--- src/rtl/poker_pkg.sv ---
// Shared types for the poker table: command codes, card encoding, dealer FSM states.
// Latency: n/a (types and a combinational helper only).
// Backpressure: n/a.
package poker_pkg;

    localparam int DECK_SIZE = 52;

    typedef enum logic [2:0] {
        CMD_NOP      = 3'd0,
        CMD_CHECK    = 3'd1,
        CMD_CALL     = 3'd2,
        CMD_RAISE    = 3'd3,
        CMD_FOLD     = 3'd4,
        CMD_REQ_CARD = 3'd5,
        CMD_SHOW     = 3'd6,
        CMD_RSVD     = 3'd7
    } cmd_e;

    typedef enum logic [1:0] {
        SUIT_CLUBS    = 2'd0,
        SUIT_DIAMONDS = 2'd1,
        SUIT_HEARTS   = 2'd2,
        SUIT_SPADES   = 2'd3
    } suit_e;

    typedef struct packed {
        suit_e      suit;
        logic [3:0] rank;
    } card_t;

    typedef enum logic [2:0] {
        ST_IDLE      = 3'd0,
        ST_DEAL      = 3'd1,
        ST_WAIT_CMD  = 3'd2,
        ST_ACK_DLY   = 3'd3,
        ST_ACK       = 3'd4,
        ST_WAIT_DROP = 3'd5,
        ST_DONE      = 3'd6
    } state_e;

    // Deck index 0..51 -> {suit, rank}; suits are blocks of 13, ranks start at 2 (ace = 14).
    // Range compares instead of divide/modulo keep this a small mux.
    function automatic card_t idx_to_card(input logic [5:0] idx);
        card_t      c;
        logic [5:0] base;
        logic [5:0] r;
        if (idx < 6'd13) begin
            c.suit = SUIT_CLUBS;
            base   = 6'd0;
        end else if (idx < 6'd26) begin
            c.suit = SUIT_DIAMONDS;
            base   = 6'd13;
        end else if (idx < 6'd39) begin
            c.suit = SUIT_HEARTS;
            base   = 6'd26;
        end else begin
            c.suit = SUIT_SPADES;
            base   = 6'd39;
        end
        r      = idx - base + 6'd2;
        c.rank = r[3:0];
        return c;
    endfunction

endpackage

--- src/rtl/poker_deck.sv ---
// Permuted deck: holds the current deck position and the number of cards dealt this hand.
// Latency: card/empty are combinational from state; load/advance take effect on the next cycle.
// Backpressure: none; advance is ignored once all 52 cards are dealt.
module poker_deck
    import poker_pkg::*;
#(
    parameter int STRIDE = 7
) (
    input  logic       clk,
    input  logic       rst,
    input  logic       load,
    input  logic [5:0] seed,
    input  logic       advance,
    output card_t      card,
    output logic       empty
);

    localparam logic [6:0] STEP      = 7'(STRIDE);
    localparam logic [6:0] SIZE_W7   = 7'(DECK_SIZE);
    localparam logic [5:0] SIZE_W6   = 6'(DECK_SIZE);

    logic [5:0] pos;
    logic [5:0] dealt;
    logic [6:0] pos_sum;
    logic [6:0] pos_wrap;
    logic [5:0] pos_next;
    logic [5:0] seed_red;

    // Modular step through the deck plus seed folding into 0..51.
    always_comb begin
        pos_sum  = {1'b0, pos} + STEP;
        pos_wrap = pos_sum - SIZE_W7;
        pos_next = (pos_sum >= SIZE_W7) ? pos_wrap[5:0] : pos_sum[5:0];
        seed_red = (seed >= SIZE_W6) ? (seed - SIZE_W6) : seed;
    end

    // Position/dealt counters; a new hand reloads the start position and empties the discard count.
    always_ff @(posedge clk) begin
        if (rst) begin
            pos   <= '0;
            dealt <= '0;
        end else if (load) begin
            pos   <= seed_red;
            dealt <= '0;
        end else if (advance && !empty) begin
            pos   <= pos_next;
            dealt <= dealt + 6'd1;
        end
    end

    assign card  = idx_to_card(pos);
    assign empty = (dealt == SIZE_W6);

endmodule

--- src/rtl/poker_dealer.sv ---
// Table-side dealer: starts hands, deals hole cards, acknowledges player commands.
// Latency: tbl_game_start 1 cycle after host_start; cr_ack ACK_LATENCY cycles after command acceptance.
// Backpressure: one command in flight; player must drop cr_cmdvld after the ack before the next is taken.
module poker_dealer
    import poker_pkg::*;
#(
    parameter int ACK_LATENCY = 2,
    parameter int STRIDE      = 7,
    parameter int HOLE_CARDS  = 2,
    parameter int TIMEOUT     = 255
) (
    input  logic       clk,
    input  logic       rst,
    input  logic       host_start,
    input  logic [5:0] seed,
    output logic       tbl_game_start,
    input  logic       cr_cmdvld,
    input  logic [2:0] cr_cmd,
    output logic       cr_ack,
    output logic       card_vld,
    output logic [5:0] card,
    output logic [2:0] last_cmd,
    output logic       cmd_err,
    output logic       timeout,
    output logic       game_over
);

    // Terminal values of the per-state cycle counter. DLY_LAST is unused when ACK_LATENCY is 1
    // because acceptance then goes straight to ACK.
    localparam logic [9:0] DEAL_LAST = 10'(HOLE_CARDS - 1);
    localparam logic [9:0] DLY_LAST  = 10'(ACK_LATENCY - 2);
    localparam logic [9:0] TO_LAST   = 10'(TIMEOUT - 1);

    state_e     state;
    state_e     state_next;
    logic [9:0] cyc_in_state;
    cmd_e       cmd_q;
    cmd_e       last_cmd_q;
    logic       game_start_q;
    logic       timeout_q;
    logic       start_req;
    logic       idle_expired;
    card_t      deck_card;
    logic       deck_empty;

    assign start_req    = host_start && ((state == ST_IDLE) || (state == ST_DONE));
    assign idle_expired = (state == ST_WAIT_CMD) && !cr_cmdvld && (cyc_in_state == TO_LAST);

    poker_deck #(
        .STRIDE (STRIDE)
    ) u_deck (
        .clk     (clk),
        .rst     (rst),
        .load    (start_req),
        .seed    (seed),
        .advance (card_vld),
        .card    (deck_card),
        .empty   (deck_empty)
    );

    // State register.
    always_ff @(posedge clk) begin
        if (rst) state <= ST_IDLE;
        else     state <= state_next;
    end

    // Next-state logic.
    always_comb begin
        state_next = state;
        case (state)
            ST_IDLE, ST_DONE: if (host_start) state_next = ST_DEAL;
            ST_DEAL:          if (cyc_in_state == DEAL_LAST) state_next = ST_WAIT_CMD;
            ST_WAIT_CMD: begin
                if (cr_cmdvld)         state_next = (ACK_LATENCY == 1) ? ST_ACK : ST_ACK_DLY;
                else if (idle_expired) state_next = ST_DONE;
            end
            ST_ACK_DLY:       if (cyc_in_state == DLY_LAST) state_next = ST_ACK;
            ST_ACK:           state_next = (cmd_q == CMD_FOLD) ? ST_DONE : ST_WAIT_DROP;
            ST_WAIT_DROP:     if (!cr_cmdvld) state_next = ST_WAIT_CMD;
            default:          state_next = ST_IDLE;
        endcase
    end

    // Per-state cycle counter (doubles as deal count, ack delay and idle timer), command capture,
    // and the registered one-cycle start/timeout pulses.
    always_ff @(posedge clk) begin
        if (rst) begin
            cyc_in_state <= '0;
            cmd_q        <= CMD_NOP;
            last_cmd_q   <= CMD_NOP;
            game_start_q <= 1'b0;
            timeout_q    <= 1'b0;
        end else begin
            cyc_in_state <= (state_next != state) ? '0 : cyc_in_state + 10'd1;
            game_start_q <= start_req;
            timeout_q    <= idle_expired;
            if ((state == ST_WAIT_CMD) && cr_cmdvld) cmd_q <= cmd_e'(cr_cmd);
            if (state == ST_ACK)   last_cmd_q <= cmd_q;
            else if (idle_expired) last_cmd_q <= CMD_FOLD;
        end
    end

    // Outputs decoded from state; last_cmd shows the captured command already in the ack cycle.
    always_comb begin
        cr_ack    = 1'b0;
        card_vld  = 1'b0;
        cmd_err   = 1'b0;
        game_over = 1'b0;
        last_cmd  = last_cmd_q;
        case (state)
            ST_DEAL: card_vld = !deck_empty;
            ST_ACK: begin
                cr_ack   = 1'b1;
                last_cmd = cmd_q;
                if (cmd_q == CMD_REQ_CARD) begin
                    card_vld = !deck_empty;
                    cmd_err  = deck_empty;
                end else if (cmd_q == CMD_RSVD) begin
                    cmd_err  = 1'b1;
                end
            end
            ST_DONE: game_over = 1'b1;
            default: ;
        endcase
        card = card_vld ? deck_card : 6'd0;
    end

    assign tbl_game_start = game_start_q;
    assign timeout        = timeout_q;

endmodule

--- config.mk ---
export PLATFORM = sky130hd
export DESIGN_NAME = poker_dealer
export DESIGN_NICKNAME = d
export VERILOG_FILES = /design/src/rtl/poker_pkg.sv /design/src/rtl/poker_deck.sv /design/src/rtl/poker_dealer.sv
export SDC_FILE = /design/constraint.sdc
export NUM_CORES = 1
export LEC_CHECK = 0
export CAP_MARGIN = 30
export CORE_ASPECT_RATIO = 0.75
export CORE_UTILIZATION = 50
export DETAILED_ROUTE_END_ITERATION = 6
export PLACE_DENSITY = 0.78
export SYNTH_ARGS = -nofsm -noshare
export SYNTH_HDL_FRONTEND = slang
export SYNTH_SLANG_ARGS = --single-unit
--- constraint.sdc ---
create_clock -name clk -period 3.2 [get_ports clk]
set_input_delay 0.64 -clock clk [delete_from_list [all_inputs] [get_ports clk]]
set_output_delay 0.64 -clock clk [all_outputs]
set_load 0.03 [all_outputs]
# Word-level counts from Yosys, hierarchy flattened

Index checks and enable logic that the tools add are counted.

Register bits: 33
Input bits: 13
Output and inout port bits: 15
Word-level logic and storage cells: 77

Add/sub/neg operators: 7
Magnitude comparators: 5
Equal/unequal tests: 13
Mux-type cells: 29
Reduce and logical (&&, ||, !) cells: 15

Operators with widths:

| kind                    | number |
|---|---|
| $mux W6                 | 5 |
| $mux W3                 | 9 |
| $eq A3 B3 Y1 const B    | 6 |
| $pmux W3 S6             | 1 |
| $mux W4                 | 3 |
| $sub A6 B6 Y6 const B   | 2 |
| $add A10 B1 Y10 const B | 1 |
| $eq A10 B1 Y1 const B   | 1 |
| $eq A10 B8 Y1 const B   | 1 |
| $logic_not A10 Y1       | 1 |
| $add A6 B3 Y7 const B   | 1 |
| $ge A7 B6 Y1 const B    | 1 |
| $mux W1                 | 7 |
| $add A6 B1 Y6 const B   | 1 |
| $eq A3 B2 Y1 const B    | 2 |
| $eq A6 B6 Y1 const B    | 1 |
| $ge A6 B6 Y1 const B    | 1 |
| $lt A6 B4 Y1 const B    | 1 |
| $lt A6 B5 Y1 const B    | 1 |
| $lt A6 B6 Y1 const B    | 1 |
| $mux W2                 | 3 |
| $reduce_or A2 Y1        | 3 |
| $logic_and A1 B1 Y1     | 5 |
| $add A4 B2 Y4 const B   | 1 |
| other kinds (8)         | 10 |

# Depth between registers and ports, before layout

Gate-level depths: netlist of the first run.

Word-level depth: 8
Gate-level depth with buffers: 17
Mapped depth without buffers: 16

# Modules after synthesis

A second synthesis of the first run with hierarchy kept.

Cell total of the unflattened synthesis: 277
Area total of the unflattened synthesis: 2341.0 µm²

Modules (own cells, without submodules):

| module       | times used | cells an instance | area each (µm²) | seq. area each (µm²) |
|---|---|---|---|---|
| poker_dealer | 1          | 133               | 1231.2          | 420.4 |
| poker_deck   | 1          | 144               | 1109.8          | 240.2 |

# Worst setup path before layout of the first run

OpenSTA, ideal clock, no wires.

Kind: reg-to-output
From: reg u_deck.pos[1]
To: out card[3]
Data arrival time: 2.863 ns
Required time: 2.560 ns
Setup slack: -0.303 ns
Cell stages (with the launch flop): 18
Buffers on the path: 1
Cells stage by stage: dfxtp_1 -> inv_1 -> ha_1 -> buf_2 -> nor2_1 -> nor2_1 -> nor2_1 -> o21ai_0 -> inv_1 -> ha_1 -> inv_1 -> ha_1 -> inv_1 -> fa_1 -> xnor2_1 -> xnor2_1 -> xnor2_1 -> nor2_1

Word-level cells in the longest chain between the ends: 7
Elaborated cells between the ends (all ways): 9
Classes of those cells: add/sub (2); order compare (3); mux (4)

RTL lines:

| item                   | line                | RTL |
|---|---|---|
| start, declared        | poker_deck.sv:22    | `logic [5:0] pos;` |
| start signal, assigned | poker_deck.sv:43    | `pos <= seed_red;` |
| start signal, assigned | poker_deck.sv:46    | `pos <= pos_next;` |
| $lt A6 B6 Y1           | poker_pkg.sv:53     | `end else if (idx < 6'd39) begin` |
| $mux W4                | poker_pkg.sv:53     |  |
| $mux W4                | poker_pkg.sv:50     | `end else if (idx < 6'd26) begin` |
| $mux W4                | poker_pkg.sv:47     | `if (idx < 6'd13) begin` |
| $sub A4 B4 Y4 (*)      | poker_pkg.sv:60     | `r = idx - base + 6'd2;` |
| $add A4 B2 Y4 (*)      | poker_pkg.sv:60     |  |
| $mux W6 (*)            | poker_dealer.sv:125 | `card = card_vld ? deck_card : 6'd0;` |
| end, declared          | poker_dealer.sv:21  | `output logic [5:0] card,` |

Every way passes the cells marked *; elsewhere a longest branch is shown, timed or not.

# Final worst setup path of the first run

From: reg u_deck.pos[2]
To: out card[3]

The elaborated chain is that of the path after synthesis.

==> flow_metrics.py, run 1 <==
metrics = {
    "synthesis": {
        "edff_count_synth": 0,
        "synthTopCellsByArea": "dfxtp_1 (29%), ha_1 (9.2%), nor2_1 (5.8%), xor2_1 (4.2%), inv_1 (4.1%)",
        "synth_top_cell_by_area": "dfxtp_1",
        "synth_simple_gate_area_frac": 0.244,
        "yosys-mux-area-fraction": 0.0558,
        "synth_adder_area_share": 0.101,
        "netlist_area_mm2": 0.00231,
        "ys_dominant_reg_cell": "dfxtp_1",
        "yosys_top_cell_area_share": 0.286,
        "synth.lib_cells_used.distinct": 57,
        "synth_compound_area_frac": 0.158,
        "post_synth.cell_area_avg_um2": 8.43,
        "synth_xor_xnor_area_share": 0.0790,
        "largest_family_of_logic_cells_by_synthesized_area": "simple AND/OR/NAND/NOR gates",
        "netlist_instances": 274,
        "synth_nets": 305,
        "synthArstFlopShare": 0,
        "ys_seq_elements": 33,
        "synth-seq-area-share": 0.286,
        "total_of_warnings_raised_by_yosys": 0,
    },
    "placed_design": {
        "hpwlAfterDp_um": 3850,
        "place_worst_setup_slack_ps": -132,
        "gp_routability_congestion": 0.860,
        "dpl_cell_area_mm2": 0.00266,
        "port_buffers": 27,
    },
    "timing": {
        "setup_viol_count_final": 1,
        "final.period_utilization": 1.08,
        "timing.final.hold_violations": 0,
        "clock-skew-final_ps": 3.98,
        "worst_case_setup_margin_in_the_final_layout_ps": -265,
        "tightestPinTransition_ps": 532,
        "max_freq_ghz": 0.289,
        "slew_violations": 0,
        "final_period_minus_worst_setup_slack_ps": 3460,
        "maxSlewHeadroom": 0.645,
        "grt_setup_unrepaired": "yes",
        "totalNegativeSetupSlack_ps": -265,
    },
    "layout": {
        "area_growth_syn_to_layout_pct": 25.7,
        "final_cell_area_mm2": 0.00290,
        "antennaDiodeCount": 0,
        "final_layout_size_suffix_gt1_frac": 0.210,
        "n_fill_cell": 372,
        "layout.cells.most_common_list": "nor2_1 (33), dfxtp_1 (29), clkdlybuf4s50_1 (23)",
        "layout.cells.most_common": "nor2_1",
        "design.final.nets": 344,
    },
    "worst_setup_path": {
        "crit_required_ps": 2560,
        "critical_path.cell_chain": "nand2_1, nor2_4, nor2_2, nor2_1, o21ai_2, buf_4, ha_4, inv_2, fa_2, xnor2_2, xnor2_1, xnor2_1, nor2_2, buf_6",
        "worstReg2RegEnd": "u_deck.pos[3]$_SDFFE_PP0P_",
        "critical_path.startpoint_type": "flip-flop",
        "ff2ff_path_depth": 9,
        "r2r_slack_ps": 630,
        "slowest_delay_ps": 420,
        "worst-endpoint-arrival_ps": 2820,
        "cp_max_fo": 6,
        "critical_path.top_delay_family": "adder cells",
        "worstSetupEndpointType": "output pin",
        "slowest_cell_on_crit_path": "fa_2",
        "crit_buf_inv": 3,
        "worst_r2r_startpoint": "u_deck.pos[0]$_SDFFE_PP0P_",
        "criticalPathCategory": "reg2out",
    },
    "floorplan": {
        "row_count": 21,
        "floorplan.die_area_mm2": 0.00490,
        "die-width_um": 80.5,
        "ioPinCount": 28,
        "core_region_area_mm2": 0.00444,
        "die_h_um": 60.9,
        "start_util": 0.520,
    },
    "clocking": {
        "cts.hold.buffers_added": 0,
        "htree_num_levels": 2,
        "clk_pin_slew_ps": 70,
        "cts_num_sinks": 33,
        "cts_made_buffers": 5,
        "insertion_delay_ps": 280,
        "cts_tree": "yes",
        "clock_path_buffers": 2,
        "clock-root-buffer": "clkbuf_8",
    },
    "grt": {
        "gr-usage-all-layers": 0.239,
        "groute.layer.met3.usage": 0.0617,
        "largest_net_degree_at_the_start_of_global_routing": 19,
        "vias_in_the_first_global_route": 1958,
        "met1_usage": 0.311,
        "grt_overflow": 0,
        "antenna_found_initial": 0,
        "met2_usage": 0.385,
        "first_pass_grt_wire_length_um": 8760,
        "globalRoute.busiestLayer": "met2",
    },
    "worst_hold_path": {
        "worstHoldEndpoint": "u_deck.dealt[1]$_SDFFE_PP0P_",
        "timing.hold.worst.class": "reg2reg",
        "whs_path_depth": 2,
        "holdCritStartpoint": "u_deck.dealt[1]$_SDFFE_PP0P_",
    },
    "detailed_routing": {
        "drt.antenna.violating_nets": 0,
        "drt_iter0_drc": 105,
        "detailedRoute.firstPassIterationCount": 4,
        "routed_wire_length_per_instance_um": 14.4,
        "route.detailed.drc": 0,
        "vias": 2030,
        "detail_route.wirelength_um": 5330,
        "routed_via_density": 5.47,
    },
    "pwr": {
        "power_mw": 1.40,
        "peakVddDrop_uv": 207,
        "power_density_mw_per_mm2": 484,
        "power.static_leakage_nw": 1.18,
    },
    "status": {
        "violations": "setup timing",
        "outcome": "finished with violations",
    },
    "run": {
        "max_cap_viol_count": 0,
    },
}
==> state kept, by name, indices dropped and copies added (netlist names) <==
name,flops
state,3
u_deck.pos,6
u_deck.dealt,6
last_cmd_q,3
tbl_game_start,1
cyc_in_state,10
cmd_q,3
timeout,1
==> worst max-delay path by stage <==
stage	startpoint	end	slack (ps)	cells after the start
CTS	u_deck.pos[1]$_SDFFE_PP0P_	card[3]	-160	17
floorplan	u_deck.pos[1]$_SDFFE_PP0P_	card[3]	-10	17
finish	u_deck.pos[2]$_SDFFE_PP0P_	card[3]	-260	14
detailed placement	u_deck.pos[1]$_SDFFE_PP0P_	card[3]	-130	17
global placement	u_deck.pos[1]$_SDFFE_PP0P_	card[3]	50	17
global route	u_deck.pos[1]$_SDFFE_PP0P_	card[3]	-410	15
==> report_power, final <==
group | internal, mW | switching, mW
sequential | 0.437 | 0.0445
clock | 0.151 | 0.147
combinational | 0.285 | 0.340
total | 0.873 | 0.531
==> kinds of logic (layout without fill, tap and decap cells) <==
kind of cell | Yosys count | in the layout
compound gates | 44 | 44
xor+xnor | 20 | 20
fa+ha+maj | 18 | 18
buf+inv | 39 | 79
flops | 33 | 33
mux | 12 | 12
simple gates | 108 | 108
==> per-layer routing <==
metal / vias up / wire, um
met5: - / 0
met4: 0 / 94
met3: 10 / 201
met2: 43 / 2380
met1: 957 / 2660
li1: 1020 / -
==> final cells by class <==
cell class,count,area (um2),share of cell area
clock inverters,2,10.0,0.00345
inverters,26,103,0.0353
repair buffers,45,413,0.142
clock buffers,6,72.6,0.0250
flip-flops and latches,33,673,0.232
multi-input cells,202,1560,0.538
well taps,57,71.3,0.0246
==> timing repair <==
item,CTS,global route
endpoints found under the setup margin,3,4
setup buffers,6,1
endpoints found under the hold margin,0,0
pin swaps,11,4
gates resized for setup,25,5
==> through the flow <==
step	util	hold WS [ps]	cells
2_1_floorplan	-	452	274
6_report	0.654	494	371
3_5_place_dp	0.598	484	356
4_1_cts	0.649	493	370
5_1_grt	0.654	527	371
3_3_place_gp	0.598	472	356
==> cells in the mapped netlist, types with 4 or more instances <==
cell type / n
ha_1: 17
nand4_1: 4
inv_1: 25
o21ai_0: 9
o31ai_1: 5
nand3_1: 13
and2_1: 4
a21oi_1: 8
nand2b_1: 4
and3_1: 6
xor2_1: 11
nand2_1: 18
mux2i_1: 8
xnor2_1: 8
dfxtp_1: 33
nor3_1: 4
a211oi_1: 4
nor2_1: 36
clkbuf_1: 5
==> worst reg2reg max path: stages, from the launching register on <==
cell	delay, ps
dfxtp_4	370
buf_4	160
nor3_1	300
xnor2_1	210
ha_1	200
a22oi_1	100
a21o_2	270
o21ai_4	180
mux2_4	330
a2111oi_4	340
(Power assumes the default switching activity.)
==> run 2: changes to the inputs <==
Settings changed: CORE_MARGIN from default to 1.5.
==> flow_metrics.py, run 2 (same netlist as run 1, synthesis figures left out) <==
metrics = {
    "detailed_routing": {
        "drt_iter0_drc": 200,
        "detailedRoute.firstPassIterationCount": 4,
        "route.detailed.drc": 0,
        "routed_via_density": 5.46,
        "routed_wire_length_per_instance_um": 14.4,
        "drt.antenna.violating_nets": 0,
        "detail_route.wirelength_um": 5320,
        "vias": 2019,
    },
    "worst_setup_path": {
        "worst-endpoint-arrival_ps": 2870,
        "slowest_cell_on_crit_path": "dfxtp_4",
        "worstSetupEndpointType": "output pin",
        "r2r_slack_ps": 640,
        "worstReg2RegEnd": "u_deck.pos[3]$_SDFFE_PP0P_",
        "critical_path.startpoint_type": "flip-flop",
        "criticalPathCategory": "reg2out",
        "setup.worst_path.start": "u_deck.pos[1]$_SDFFE_PP0P_",
        "slowest_delay_ps": 370,
        "critical_path.cell_chain": "inv_4, buf_4, a21oi_1, nor2_1, o21ai_2, inv_1, ha_2, inv_2, ha_4, inv_2, fa_2, xnor2_2, xnor2_1, xnor2_1, nor2_2, buf_6",
        "cp_max_fo": 3,
        "crit_required_ps": 2560,
        "crit_end": "card[3]",
        "worst_r2r_startpoint": "u_deck.pos[1]$_SDFFE_PP0P_",
        "ff2ff_path_depth": 9,
    },
    "clocking": {
        "cts_num_sinks": 33,
        "insertion_delay_ps": 280,
        "clk_pin_slew_ps": 70,
        "cts_made_buffers": 5,
        "htree_num_levels": 2,
        "clock_path_buffers": 2,
        "clock-root-buffer": "clkbuf_8",
        "cts.hold.buffers_added": 0,
        "cts_tree": "yes",
    },
    "pwr": {
        "power.switching_fraction": 0.369,
        "power_density_mw_per_mm2": 493,
        "power.combinational.fraction": 0.444,
        "power.static_leakage_nw": 1.15,
        "power_mw": 1.42,
        "p_clk_frac": 0.222,
        "seq_power_share": 0.333,
        "peakVddDrop_uv": 250,
        "switchingPower_uw": 523,
        "power_report.internal_total_uw": 895,
    },
    "timing": {
        "worst_case_setup_margin_in_the_final_layout_ps": -312,
        "maxSlewHeadroom": 0.660,
        "clock-skew-final_ps": 3.05,
        "timing.final.hold_violations": 0,
        "final.period_utilization": 1.10,
        "setup_viol_count_final": 1,
        "final_period_minus_worst_setup_slack_ps": 3510,
        "grt_setup_unrepaired": "yes",
        "slew_violations": 0,
        "max_freq_ghz": 0.285,
        "tightestPinTransition_ps": 510,
    },
    "placed_design": {
        "hpwlAfterDp_um": 3720,
        "gp_routability_congestion": 0.856,
        "place_worst_setup_slack_ps": -115,
        "port_buffers": 27,
    },
    "grt": {
        "largest_net_degree_at_the_start_of_global_routing": 19,
        "vias_in_the_first_global_route": 1807,
        "antenna_found_initial": 0,
        "first_pass_grt_wire_length_um": 8170,
        "gr-usage-all-layers": 0.213,
        "grt_overflow": 0,
    },
    "floorplan": {
        "start_util": 0.520,
        "die_h_um": 61.9,
        "row_count": 21,
        "core_region_area_mm2": 0.00444,
        "ioPinCount": 28,
        "die-width_um": 81.5,
        "floorplan.die_area_mm2": 0.00504,
    },
    "status": {
        "outcome": "finished with violations",
        "violations": "setup timing",
    },
    "run": {
        "max_cap_viol_count": 0,
    },
    "layout": {
        "biggestRegsByFlops": "cyc_in_state: 10 flops, u_deck.dealt: 6 flops, u_deck.pos: 6 flops",
        "area_growth_syn_to_layout_pct": 24.6,
        "n_fill_cell": 376,
        "layout.cells.most_common_list": "nor2_1 (35), dfxtp_1 (29), clkdlybuf4s50_1 (24)",
        "antennaDiodeCount": 0,
        "combined_flip_flop_and_latch_cell_area_um2": 668,
        "multi_input_area_mm2": 0.00154,
        "final_layout_size_suffix_gt1_frac": 0.204,
        "final_util": 0.648,
        "largest_reg_flops": 10,
        "layout.cells.most_common": "nor2_1",
        "registers.top_by_ff_count": "cyc_in_state",
        "design.final.nets": 344,
    },
    "worst_hold_path": {
        "timing.hold.worst.class": "reg2reg",
    },
}
[run 2: how the worst min path moves through the flow]
| stage | depth (start not counted) | from | to | slack, ps |
|---|---|---|---|---|
| after floorplan | 1 | cyc_in_state[0]$_SDFF_PP0_ | cyc_in_state[0]$_SDFF_PP0_ | 450 |
| after global placement | 2 | u_deck.dealt[1]$_SDFFE_PP0P_ | u_deck.dealt[1]$_SDFFE_PP0P_ | 480 |
| after detailed placement | 2 | u_deck.dealt[1]$_SDFFE_PP0P_ | u_deck.dealt[1]$_SDFFE_PP0P_ | 490 |
| after CTS | 2 | u_deck.dealt[1]$_SDFFE_PP0P_ | u_deck.dealt[1]$_SDFFE_PP0P_ | 490 |
| after global routing | 2 | u_deck.dealt[0]$_SDFFE_PP0P_ | u_deck.dealt[0]$_SDFFE_PP0P_ | 520 |
| final | 2 | u_deck.dealt[1]$_SDFFE_PP0P_ | u_deck.dealt[1]$_SDFFE_PP0P_ | 490 |
[run 2: final cells by class]
cell class | count | area share
Clock buffer | 7 | 0.0300
Multi-Input combinational cell | 202 | 0.536
Inverter | 26 | 0.0348
Timing Repair Buffer | 45 | 0.143
Sequential cell | 33 | 0.232
Tap cell | 57 | 0.0248
[run 2: worst max-delay path, delay by kind of cell (launching register included)]
kind	cells	cell delay [ps]
and+or+nand+nor	2	230
buffers and inverters	6	480
DFF	1	370
adders and majority gates	3	640
xor gates and xnor gates	3	440
AOI/OAI and AO/OA	2	420
[run 2: what timing repair did]
action                                 CTS  global route
setup endpoints to repair                4             4
pin swaps                               10             9
cloned                                   0             0
endpoints found under the hold margin    0             0
buffers inserted                         7             1
resized for setup                       19             5
[run 2: per-layer routing]
layer	vias to the layer above	global-route usage	share of wire
li1	1012	-	-
met1	927	0.296	0.50
met2	74	0.336	0.44
met3	6	0.0482	0.055
met4	0	0.0567	0.0075
met5	-	0	0
[run 2: power groups by stage]
| stage | combinational [mW] | sequential (mW) | clock [mW] |
|---|---|---|---|
| 6_report | 0.630 | 0.473 | 0.315 |
| 3_3_place_gp | 0.515 | 0.477 | 0 |
| 2_1_floorplan | 0.408 | 0.466 | 0 |
| 5_1_grt | 0.691 | 0.476 | 0.343 |
| 4_1_cts | 0.601 | 0.471 | 0.325 |
| 3_5_place_dp | 0.533 | 0.479 | 0 |
[run 2: through the flow]
step | hold slack, ps | TNS [ps] | instance area (um2) | std cells
3_5_place_dp | 485 | -115 | 2650 | 355
6_report | 494 | -312 | 2880 | 370
5_1_grt | 522 | -491 | 2880 | 370
4_1_cts | 494 | -186 | 2850 | 369
3_3_place_gp | 476 | 0 | 2650 | 355
2_1_floorplan | 452 | -14.0 | 2320 | 274
